`config.mk`:
```
export PLATFORM = sky130hd
export DESIGN_NAME = fifo_control
export DESIGN_NICKNAME = d
export VERILOG_FILES = /design/src/rtl/fifo_control.sv
export SDC_FILE = /design/constraint.sdc
export NUM_CORES = 1
export LEC_CHECK = 0
export CORE_MARGIN = 2
export CORE_UTILIZATION = 45
export CTS_BUF_LIST = sky130_fd_sc_hd__clkbuf_4
export DETAILED_ROUTE_END_ITERATION = 10
export GPL_TIMING_DRIVEN = 1
export HOLD_SLACK_MARGIN = 0.05
export PLACE_DENSITY = 0.85
export SLEW_MARGIN = 20
export SYNTH_ARGS = -nofsm -noshare
export SYNTH_HDL_FRONTEND = slang
export SYNTH_SLANG_ARGS = --single-unit
```
`constraint.sdc`:
```
create_clock -name clk -period 2.51 [get_ports clk]
set_input_delay 0.3765 -clock clk [delete_from_list [all_inputs] [get_ports clk]]
set_output_delay 0.3765 -clock clk [all_outputs]
set_load 0.005 [all_outputs]
```
`src/rtl/fifo_control.sv`:
```
// Purpose : pointer/flag controller for the 8-entry FIFO storage array (memoria).
// Latency : strobes are combinational from push/pop; pointers, count, flags and error update next edge; data_valid is one cycle after rd_enable.
// Backpr. : a push while full and a pop while empty are dropped, set the sticky error, and leave the opposite request unaffected.
//
// Ports:
//   clk, reset               single clock, synchronous active-high reset
//   push, pop                write / read requests for this cycle
//   umbral_alto, umbral_bajo almost-full / almost-empty thresholds (0..depth)
//   wr_enable, rd_enable     accepted write / read strobes to the array
//   wr_ptr, rd_ptr           array write / read addresses
//   count                    occupancy (0..depth)
//   fifo_full, fifo_empty    occupancy == depth / == 0
//   almost_full              count >= umbral_alto
//   almost_empty             count <= umbral_bajo
//   error                    sticky overflow/underflow attempt, cleared by reset
//   data_valid               array read data on FIFO_data_out is valid this cycle
module fifo_control #(
    parameter int address_width = 3,
    parameter int data_width    = 10
) (
    input  logic                     clk,
    input  logic                     reset,
    input  logic                     push,
    input  logic                     pop,
    input  logic [address_width:0]   umbral_alto,
    input  logic [address_width:0]   umbral_bajo,
    output logic                     wr_enable,
    output logic                     rd_enable,
    output logic [address_width-1:0] wr_ptr,
    output logic [address_width-1:0] rd_ptr,
    output logic [address_width:0]   count,
    output logic                     fifo_full,
    output logic                     fifo_empty,
    output logic                     almost_full,
    output logic                     almost_empty,
    output logic                     error,
    output logic                     data_valid
);

    // Depth is a power of two, so the count needs one bit more than a pointer
    // and pointers wrap naturally at 2**address_width.
    localparam logic [address_width:0]   DEPTH   = {1'b1, {address_width{1'b0}}};
    localparam logic [address_width:0]   CNT_ONE = {{address_width{1'b0}}, 1'b1};
    localparam logic [address_width-1:0] PTR_ONE = {{(address_width-1){1'b0}}, 1'b1};

    // No data passes through here; the width only describes the controlled
    // array, so a non-positive value marks a mis-parameterised instance.
    if (data_width < 1) begin : g_invalid_data_width
    end

    logic [address_width-1:0] r_wr_ptr;
    logic [address_width-1:0] r_rd_ptr;
    logic [address_width:0]   r_count;
    logic                     r_error;
    logic                     r_data_valid;

    logic w_full;
    logic w_empty;
    logic w_wr;
    logic w_rd;
    logic w_bad_req;

    // Flags decode only from registered count, so push/pop never reach them.
    assign w_full  = (r_count == DEPTH);
    assign w_empty = (r_count == '0);

    // Accept against the current flags; reset masks the strobes so the array
    // is never written or read while contents are being discarded.
    assign w_wr = push & ~w_full  & ~reset;
    assign w_rd = pop  & ~w_empty & ~reset;

    assign w_bad_req = (push & w_full) | (pop & w_empty);

    always_ff @(posedge clk) begin
        if (reset) begin
            r_wr_ptr     <= '0;
            r_rd_ptr     <= '0;
            r_count      <= '0;
            r_error      <= 1'b0;
            r_data_valid <= 1'b0;
        end else begin
            if (w_wr) begin
                r_wr_ptr <= r_wr_ptr + PTR_ONE;
            end
            if (w_rd) begin
                r_rd_ptr <= r_rd_ptr + PTR_ONE;
            end
            // Accept gating already keeps count within 0..DEPTH.
            case ({w_wr, w_rd})
                2'b10:   r_count <= r_count + CNT_ONE;
                2'b01:   r_count <= r_count - CNT_ONE;
                default: r_count <= r_count;
            endcase
            if (w_bad_req) begin
                r_error <= 1'b1;
            end
            // Array read output is registered, so valid trails rd_enable by one.
            r_data_valid <= w_rd;
        end
    end

    assign wr_enable    = w_wr;
    assign rd_enable    = w_rd;
    assign wr_ptr       = r_wr_ptr;
    assign rd_ptr       = r_rd_ptr;
    assign count        = r_count;
    assign fifo_full    = w_full;
    assign fifo_empty   = w_empty;
    assign almost_full  = (r_count >= umbral_alto);
    assign almost_empty = (r_count <= umbral_bajo);
    assign error        = r_error;
    assign data_valid   = r_data_valid;

endmodule

```
== Yosys cells after proc, flatten, opt, wreduce, memory -nomap -nowiden ==
Cells that the tools add are included.

* Flip-flop bits (word level): 12
* Input bits: 12
* Output and inout bits: 18
* Logic and storage cells: 27

* Add/sub/neg operators: 4
* Order comparisons: 2
* Eq/ne operators: 3
* Multiplexer cells: 1
* Bitwise gates (word level): 10
* Reduce and logical (&&, ||, !) cells: 2

{| class="wikitable"
|+ Operator list
! kind !! count
|-
| $pmux W4 S2 || 1
|-
| $add A3 B1 Y3 const B || 2
|-
| $and A1 B1 Y1 || 6
|-
| $add A4 B1 Y4 const B || 1
|-
| $eq A4 B4 Y1 const B || 1
|-
| $ge A4 B4 Y1 || 1
|-
| $le A4 B4 Y1 || 1
|-
| $logic_not A4 Y1 || 1
|-
| $sub A4 B1 Y4 const B || 1
|-
| $not A1 Y1 || 3
|-
| $eq A2 B1 Y1 const B || 1
|-
| $eq A2 B2 Y1 const B || 1
|-
| $reduce_bool A2 Y1 || 1
|-
| $or A1 B1 Y1 || 1
|}

== Longest topological paths before layout ==
Gate-level depths: netlist of the first run.

* Word-level depth: 6
* Mapped depth: 10
* Depth with buffers taken out: 10

== Worst setup path before layout of the first run ==
OpenSTA, ideal clock, no wires.

* Path kind: reg2reg
* From: register r_count[1], in the netlist count[1]
* To: register r_count[3], in the netlist count[3]
* Setup time: 0.070 ns
* Data arrival time: 2.343 ns
* Path slack: 0.097 ns
* Stages on the path, launching flop included: 10
* Buffers on the path: 0
* Clock period less this slack: 2.413 ns
* Cells stage by stage: dfxtp_1 > nor4b_2 > nor3b_4 > inv_1 > ha_1 > ha_1 > a21oi_1 > a21oi_1 > or4_1 > a21oi_1

* Cells in the longest elaborated chain, start to end: 6
* Elaborated cells between the ends (all ways): 14

{| class="wikitable"
|+ RTL lines
! item !! RTL line !! text
|-
| from (decl) || 53 || <nowiki>logic [address_width:0] r_count;</nowiki>
|-
| from (signal assigned) || 90 || <nowiki>2'b10: r_count <= r_count + CNT_ONE;</nowiki>
|-
| from (signal assigned) || 91 || <nowiki>2'b01: r_count <= r_count - CNT_ONE;</nowiki>
|-
| from (signal assigned) || 92 || <nowiki>default: r_count <= r_count;</nowiki>
|-
| $eq A4 B4 Y1 * || 64 || <nowiki>assign w_full = (r_count == DEPTH);</nowiki>
|-
| net fifo_full || 32 || <nowiki>output logic fifo_full,</nowiki>
|-
| $not A1 Y1 * || 69 || <nowiki>assign w_wr = push & ~w_full & ~reset;</nowiki>
|-
| $and A1 B1 Y1 * (2 in a row) || 69 ||
|-
| net wr_enable || 27 || <nowiki>output logic wr_enable,</nowiki>
|-
| $eq A2 B1 Y1 or $eq A2 B2 Y1 (tied branches) || 89 || <nowiki>case ({w_wr, w_rd})</nowiki>
|-
| $pmux W4 S2 or $reduce_bool A2 Y1 (tied branches) || -- ||
|}

Mark *: on every way through the listed nets, which the timed path passes. The rest lies on a longest branch.
A chain may end at the register's enable or synchronous reset.

== Final worst setup path of the first run ==
* From: input port push
* To: register r_count[3], in the netlist count[3]

* Cells in the longest elaborated chain, start to end: 4
* Elaborated cells between the ends (all ways): 6

{| class="wikitable"
|+ RTL lines
! item !! RTL line !! text
|-
| from (decl) || 23 || <nowiki>input logic push,</nowiki>
|-
| $and A1 B1 Y1 * (2 in a row) || 69 ||
|-
| $eq A2 B1 Y1 or $eq A2 B2 Y1 (tied branches) || 89 ||
|-
| $pmux W4 S2 or $reduce_bool A2 Y1 (tied branches) || -- ||
|}

Every way passes the cells marked *; elsewhere a longest branch is shown, timed or not.

==> results of run 1 <==
## flip-flops by register name, summed over array words and instances (netlist names)
signal      flops
error           1
data_valid      1
wr_ptr          3
count           4
rd_ptr          3
## cell type report
cell class                      count  area [um^2]  area share [%]
Multi-Input combinational cell     64        544.3           42.69
Timing Repair Buffer               43        395.4           31.01
Sequential cell                    12        244.0           19.14
Clock buffer                        3        22.52           1.766
Inverter                           10        37.54           2.944
Tap cell                           25        31.28           2.453
## worst max path at each step
stage	cells past startpoint	slack [ns]	end	from
floorplan	9	0.1	count[3]$_SDFFE_PP0P_	count[1]$_SDFFE_PP0P_
global placement	9	-0.14	count[3]$_SDFFE_PP0P_	reset
detailed placement	9	-0.28	count[3]$_SDFFE_PP0P_	reset
CTS	9	0.007	count[3]$_SDFFE_PP0P_	reset
global route	8	-0.01	count[3]$_SDFFE_PP0P_	count[0]$_SDFFE_PP0P_
finish	9	0.11	count[3]$_SDFFE_PP0P_	push
## cell usage in the layout, fill, tap and decap left out, types with 2 or more instances in the layout
cell and count:
sky130_fd_sc_hd__dfxtp_1 9, sky130_fd_sc_hd__a21oi_1 5, sky130_fd_sc_hd__buf_4 14, sky130_fd_sc_hd__o21ai_0 2, sky130_fd_sc_hd__o21a_1 2, sky130_fd_sc_hd__mux2i_1 2
sky130_fd_sc_hd__ha_1 13, sky130_fd_sc_hd__dlygate4sd2_1 2, sky130_fd_sc_hd__nand2b_1 5, sky130_fd_sc_hd__nand2_1 4, sky130_fd_sc_hd__nor2_1 8, sky130_fd_sc_hd__inv_1 10
sky130_fd_sc_hd__xnor2_1 2, sky130_fd_sc_hd__dfxtp_2 3, sky130_fd_sc_hd__a21o_1 3, sky130_fd_sc_hd__clkbuf_4 3, sky130_fd_sc_hd__clkdlybuf4s50_1 26, sky130_fd_sc_hd__xor2_1 2
## per-stage QoR
stage / TNS (ns) / std cells
finish: 0 / 157
CTS: 0 / 157
global route: -0.01240 / 157
global placement: -0.2711 / 154
floorplan: 0 / 87
detailed placement: -0.4517 / 154
## layer usage
metal / wire [um] / track usage (%) / share of wire (%) / vias to the layer above
met5: 0 / 0 / 0 / -
met4: 47 / 8.000 / 2.5 / 0
met3: 62 / 6.275 / 3.3 / 7
met2: 992 / 34.44 / 52 / 15
met1: 797 / 21.99 / 42 / 360
li1: - / - / - / 389
## power by group
group	internal [mW]	switching, mW
Sequential	0.207	0.0230
Clock	0.0556	0.0596
Combinational	0.140	0.0885
Total	0.403	0.171
## kinds of logic (layout without fill, tap and decap cells)
group,count (synthesis),after routing
simple gates,28,28
flops,12,12
xor+xnor,4,4
fa+ha+maj,14,14
mux,3,3
compound gates,15,15
buf+inv,11,56
## repair_timing
item                       CTS  global route
resized for setup            3             6
hold endpoints to repair     0             0
setup endpoints to repair    2             1
==> impl_metrics.sql, run 1 <==
INSERT INTO impl_metrics (metric_group, metric, value, unit) VALUES
('status', 'outcome', 'complete, no violations', ''),
('critical_path', 'worst_r2r_path_depth', '9', ''),
('placement', 'dp_hpwl', '1585', 'um'),
('global_routing', 'globalRouteOverflowTotal', '0', ''),
('synth', 'synth_compound_gate_area_share', '11.20', '%'),
('clock_network', 'root_buffer', 'sky130_fd_sc_hd__clkbuf_4', ''),
('clock_network', 'clock_tree.buffer_depth', '2', ''),
('timing', 'finalMaxSlewViolations', '0', ''),
('global_routing', 'grt_util_all_layers', '19.79', '%'),
('hold_path', 'hold_path_depth', '1', ''),
('critical_path', 'crit_required', '2.72', 'ns'),
('synth', 'synthDistinctLibCells', '29', ''),
('clock_network', 'cts.htree.levels', '1', ''),
('clock_network', 'cts.hold.buffers_added', '0', ''),
('drt', 'detailroute.via_count', '771', ''),
('critical_path', 'critical-path-max-stage-delay', '0.48', 'ns'),
('critical_path', 'slowest_stage', 'sky130_fd_sc_hd__clkdlybuf4s50_1', ''),
('floorplanning', 'standard_cell_core_area', '0.001708', 'mm^2'),
('timing', 'worst_hold_slack', '0.4640', 'ns'),
('synth', 'yosysWarningCount', '0', ''),
('hold_path', 'worstHoldPathType', 'reg -> reg', ''),
('clock_network', 'worstSkewPairLatency', '0.27', 'ns'),
('synth', 'async_flop_share', '0', '%'),
('placement', 'globalplace.congestion', '0.7535', ''),
('clock_network', 'tritoncts', 'built', ''),
('critical_path', 'worst-path-buf-inv', '2', ''),
('drt', 'drt_iter0_markers', '11', ''),
('drt', 'postRouteAntennaNets', '0', ''),
('drt', 'drc_errors', '0', ''),
('timing', 'maxClockFrequency', '0.4164', 'GHz'),
('timing', 'slew_headroom', '79.54', '%'),
('timing', 'final_min_period_over_clock_period', '95.68', '%'),
('power_and_ir_drop', 'vdd_ir_drop_max', '0.0003887', 'V'),
('synth', 'library_cell_with_the_highest_instance_count_after_synthesis', 'sky130_fd_sc_hd__ha_1', ''),
('drt', 'detail_route.wirelength', '1899', 'um'),
('synth', 'xor_xnor_share_of_the_synthesized_area', '4.355', '%'),
('floorplanning', 'ios', '30', ''),
('floorplanning', 'die_area', '0.002142', 'mm^2'),
('clock_network', 'cts.sinks', '12', ''),
('floorplanning', 'floorplan.rows', '15', ''),
('clock_network', 'clk_transition_reported_paths', '0.07', 'ns'),
('critical_path', 'path_cells', 'clkdlybuf4s50_1, nor3b_4, inv_1, ha_1, ha_1, a21oi_2, a21oi_1, or4_1, a21oi_1', ''),
('clock_network', 'cts-buffers-inserted', '3', ''),
('synth', 'post-synth-top-area-fraction', '29.86', '%'),
('synth', 'synth_flop_cell', 'sky130_fd_sc_hd__dfxtp_1', ''),
('synth', 'yosys.area.top_type', 'sky130_fd_sc_hd__dfxtp_1', ''),
('synth', 'synth_area', '804.5', 'um^2'),
('synth', 'ys_ff_latch', '12', ''),
('critical_path', 'critical_path.top_delay_family', 'simple AND/OR/NAND/NOR gates', ''),
('floorplanning', 'initial_utilization', '47.11', '%'),
('critical_path', 'reg2reg_setup_slack', '0.15', 'ns'),
('synth', 'synthesis.nets', '113', ''),
('synth', 'synth_top_cells_by_count', 'sky130_fd_sc_hd__ha_1 (13), sky130_fd_sc_hd__dfxtp_1 (12), sky130_fd_sc_hd__inv_1 (10), sky130_fd_sc_hd__nor2_1 (8), sky130_fd_sc_hd__a21oi_1 (6)', ''),
('run', 'cap_viol_max_count', '0', ''),
('critical_path', 'reg2reg_from', 'count[0]$_SDFFE_PP0P_', ''),
('layout', 'final_core_util', '74.65', '%'),
('placement', 'placed_cell_area', '0.001227', 'mm^2'),
('floorplanning', 'die_width', '46.28', 'um'),
('global_routing', 'antenna_found_initial', '0', ''),
('timing', 'clock-skew-final', '0.001551', 'ns'),
('power_and_ir_drop', 'power_leakage', '0.5897', 'nW'),
('synth', 'synth.area.mux_share', '3.888', '%'),
('critical_path', 'worst_setup_path_end_kind', 'register', ''),
('critical_path', 'critical_path.max_fanout', '3', ''),
('layout', 'fillCellCount', '120', ''),
('timing', 'setup_slack', '0.1085', 'ns'),
('layout', 'antenna_cells_inserted', '0', ''),
('critical_path', 'arrival_time_of_the_worst_setup_path', '2.61', 'ns'),
('synth', 'synthesis.instances', '87', ''),
('synth', 'synth_top_family_by_area', 'simple AND/OR/NAND/NOR gates', ''),
('critical_path', 'timing.setup.critical_path_class', 'in -> reg', '');
(Power assumes the default switching activity.)
==> run 2: changes to the inputs <==
--- a/config.mk
+++ b/config.mk
@@ -5,6 +5,7 @@
 export SDC_FILE = /design/constraint.sdc
 export NUM_CORES = 1
 export LEC_CHECK = 0
+export CAP_MARGIN = 20
 export CORE_MARGIN = 2
 export CORE_UTILIZATION = 45
 export CTS_BUF_LIST = sky130_fd_sc_hd__clkbuf_4
==> results of run 2 <==
Same layout as run 1: the final DEF is identical, and so are final timing and power.
==> run 3: changes to the inputs <==
--- a/config.mk
+++ b/config.mk
@@ -13,6 +13,7 @@
 export GPL_TIMING_DRIVEN = 1
 export HOLD_SLACK_MARGIN = 0.05
 export PLACE_DENSITY = 0.85
+export SKIP_CTS_REPAIR_TIMING = 1
 export SLEW_MARGIN = 20
 export SYNTH_ARGS = -nofsm -noshare
 export SYNTH_HDL_FRONTEND = slang
==> impl_metrics.sql, run 3 (synthesis results as in run 1) <==
INSERT INTO impl_metrics (metric_group, metric, value, unit) VALUES
('power_and_ir_drop', 'power_density', '448.2', 'mW/mm^2'),
('drt', 'detail_route.vias_per_cell', '4.917', ''),
('drt', 'drt_iter0_markers', '5', ''),
('timing', 'timing.final.setup_violations', '0', ''),
('layout', 'antenna_cells_inserted', '0', ''),
('layout', 'top_register', 'count', ''),
('global_routing', 'grt_max_degree', '8', ''),
('timing', 'worst_pin_slew', '0.3033', 'ns'),
('critical_path', 'slowest_stage', 'sky130_fd_sc_hd__clkdlybuf4s50_1', ''),
('floorplanning', 'dieHeight', '46.28', 'um'),
('timing', 'finalMaxSlewViolations', '0', ''),
('timing', 'clock-skew-final', '0.001033', 'ns'),
('power_and_ir_drop', 'totalPowerFinal', '575.9', 'uW'),
('clock_network', 'cts-buffers-inserted', '3', ''),
('placement', 'port_buffers', '29', ''),
('clock_network', 'worstSkewPairLatency', '0.27', 'ns'),
('critical_path', 'worst-path-stages', '9', ''),
('drt', 'drt-pass1-iter-count', '4', ''),
('critical_path', 'critPathLaunchType', 'input port', ''),
('power_and_ir_drop', 'power_leakage', '0.6052', 'nW'),
('critical_path', 'worst_setup_path_end_kind', 'register', ''),
('critical_path', 'arrival_time_of_the_worst_setup_path', '2.62', 'ns'),
('critical_path', 'worst_r2r_path_depth', '8', ''),
('clock_network', 'clk_transition_reported_paths', '0.06', 'ns'),
('drt', 'postRouteAntennaNets', '0', ''),
('timing', 'hold_viol', '0', ''),
('floorplanning', 'standard_cell_core_area', '0.001708', 'mm^2'),
('timing', 'fin_crit', '2.417', 'ns'),
('layout', 'commonest_cells_after_routing_fill_and_taps_aside', 'sky130_fd_sc_hd__clkdlybuf4s50_1 (26), sky130_fd_sc_hd__buf_4 (14), sky130_fd_sc_hd__ha_1 (13)', ''),
('global_routing', 'globalRouteOverflowTotal', '0', ''),
('critical_path', 'critical_path.max_fanout', '3', ''),
('clock_network', 'root_buffer', 'sky130_fd_sc_hd__clkbuf_4', ''),
('drt', 'detailroute.via_count', '772', ''),
('timing', 'slew_headroom', '79.69', '%'),
('global_routing', 'grt_pass1_vias', '739', ''),
('layout', 'layout-drive-gt1-share', '20.45', '%'),
('critical_path', 'regToRegEndpoint', 'count[3]$_SDFFE_PP0P_', ''),
('layout', 'largest_register_ffs', '4', ''),
('timing', 'final_min_period_over_clock_period', '96.30', '%'),
('floorplanning', 'die_area', '0.002142', 'mm^2'),
('critical_path', 'reg2reg_from', 'count[0]$_SDFFE_PP0P_', ''),
('timing', 'worst_hold_slack', '0.4639', 'ns'),
('run', 'cap_viol_max_count', '0', ''),
('layout', 'finish.net_count', '160', ''),
('hold_path', 'worstHoldPathType', 'reg -> reg', ''),
('critical_path', 'critical-path-max-stage-delay', '0.48', 'ns'),
('clock_network', 'tritoncts', 'built', ''),
('critical_path', 'path_cells', 'clkdlybuf4s50_1, nor3b_4, inv_1, ha_1, ha_1, a21oi_2, a21oi_1, or4_1, a21oi_1', ''),
('clock_network', 'clock_tree.buffer_depth', '2', ''),
('critical_path', 'reg2reg_setup_slack', '0.14', 'ns'),
('critical_path', 'critical_path.top_delay_family', 'simple AND/OR/NAND/NOR gates', ''),
('hold_path', 'min_from', 'rd_ptr[2]$_SDFFE_PP0P_', ''),
('critical_path', 'timing.setup.critical_path_class', 'in -> reg', ''),
('global_routing', 'grt_util_all_layers', '19.63', '%'),
('floorplanning', 'ios', '30', ''),
('timing', 'final.setup.tns', '0', 'ns'),
('floorplanning', 'initial_utilization', '47.11', '%'),
('placement', 'dp_hpwl', '1585', 'um'),
('hold_path', 'min_to', 'rd_ptr[2]$_SDFFE_PP0P_', ''),
('floorplanning', 'die_width', '46.28', 'um'),
('floorplanning', 'floorplan.rows', '15', ''),
('power_and_ir_drop', 'vdd_ir_drop_max', '0.0004033', 'V'),
('clock_network', 'cts.htree.levels', '1', ''),
('layout', 'final_core_util', '75.24', '%'),
('critical_path', 'crit_required', '2.71', 'ns'),
('layout', 'synthToLayoutAreaGrowth', '59.72', '%'),
('critical_path', 'worst-path-buf-inv', '2', ''),
('global_routing', 'antenna_found_initial', '0', ''),
('hold_path', 'hold_path_depth', '1', ''),
('drt', 'detail_route.wirelength', '1923', 'um'),
('clock_network', 'cts.sinks', '12', ''),
('layout', 'layout_commonest_cell', 'sky130_fd_sc_hd__clkdlybuf4s50_1', ''),
('drt', 'drt-wirelength-per-cell', '12.25', 'um'),
('status', 'outcome', 'complete, no violations', ''),
('timing', 'maxClockFrequency', '0.4137', 'GHz'),
('placement', 'globalplace.congestion', '0.7535', ''),
('drt', 'drc_errors', '0', ''),
('global_routing', 'grt_first_pass_wirelength', '2939', 'um');
run 3: layout make-up:
cell class                      instances  area [um^2]
Multi-Input combinational cell         64        544.3
Timing Repair Buffer                   43        402.9
Clock buffer                            3        22.52
Fill cell                             117        422.9
Tap cell                               25        31.28
Sequential cell                        12        246.5
Inverter                               10        37.54
run 3: per-layer routing:
metal / vias up / global-route usage, % / part of all wire (%)
li1: 392 / - / -
met1: 357 / 21.99 / 41
met2: 15 / 33.89 / 53
met3: 8 / 6.275 / 3.0
met4: 0 / 8.000 / 2.7
met5: - / 0 / 0
run 3: how the worst max path moves through the flow:
stage / slack (ns) / startpoint / end
after detailed placement: -0.28 / reset / count[3]$_SDFFE_PP0P_
after CTS: -0.15 / umbral_bajo[1] / almost_empty
final: 0.09 / push / count[3]$_SDFFE_PP0P_
after global placement: -0.14 / reset / count[3]$_SDFFE_PP0P_
after global routing: -0.02 / push / count[3]$_SDFFE_PP0P_
after floorplan: 0.1 / count[1]$_SDFFE_PP0P_ / count[3]$_SDFFE_PP0P_
run 3: report_power, final:
part	switching (mW)	internal, mW
registers	0.0232	0.208
logic	0.0893	0.142
clock network	0.0579	0.0556
total	0.170	0.406
run 3: through the flow:
stage / instances / setup WS [ns] / instance area (um^2)
after CTS: 157 / -0.1502 / 1250
after global routing: 157 / -0.02072 / 1285
final: 157 / 0.09293 / 1285
after detailed placement: 154 / -0.2764 / 1227
after floorplan: 87 / 0.09704 / 804.5
after global placement: 154 / -0.1445 / 1227
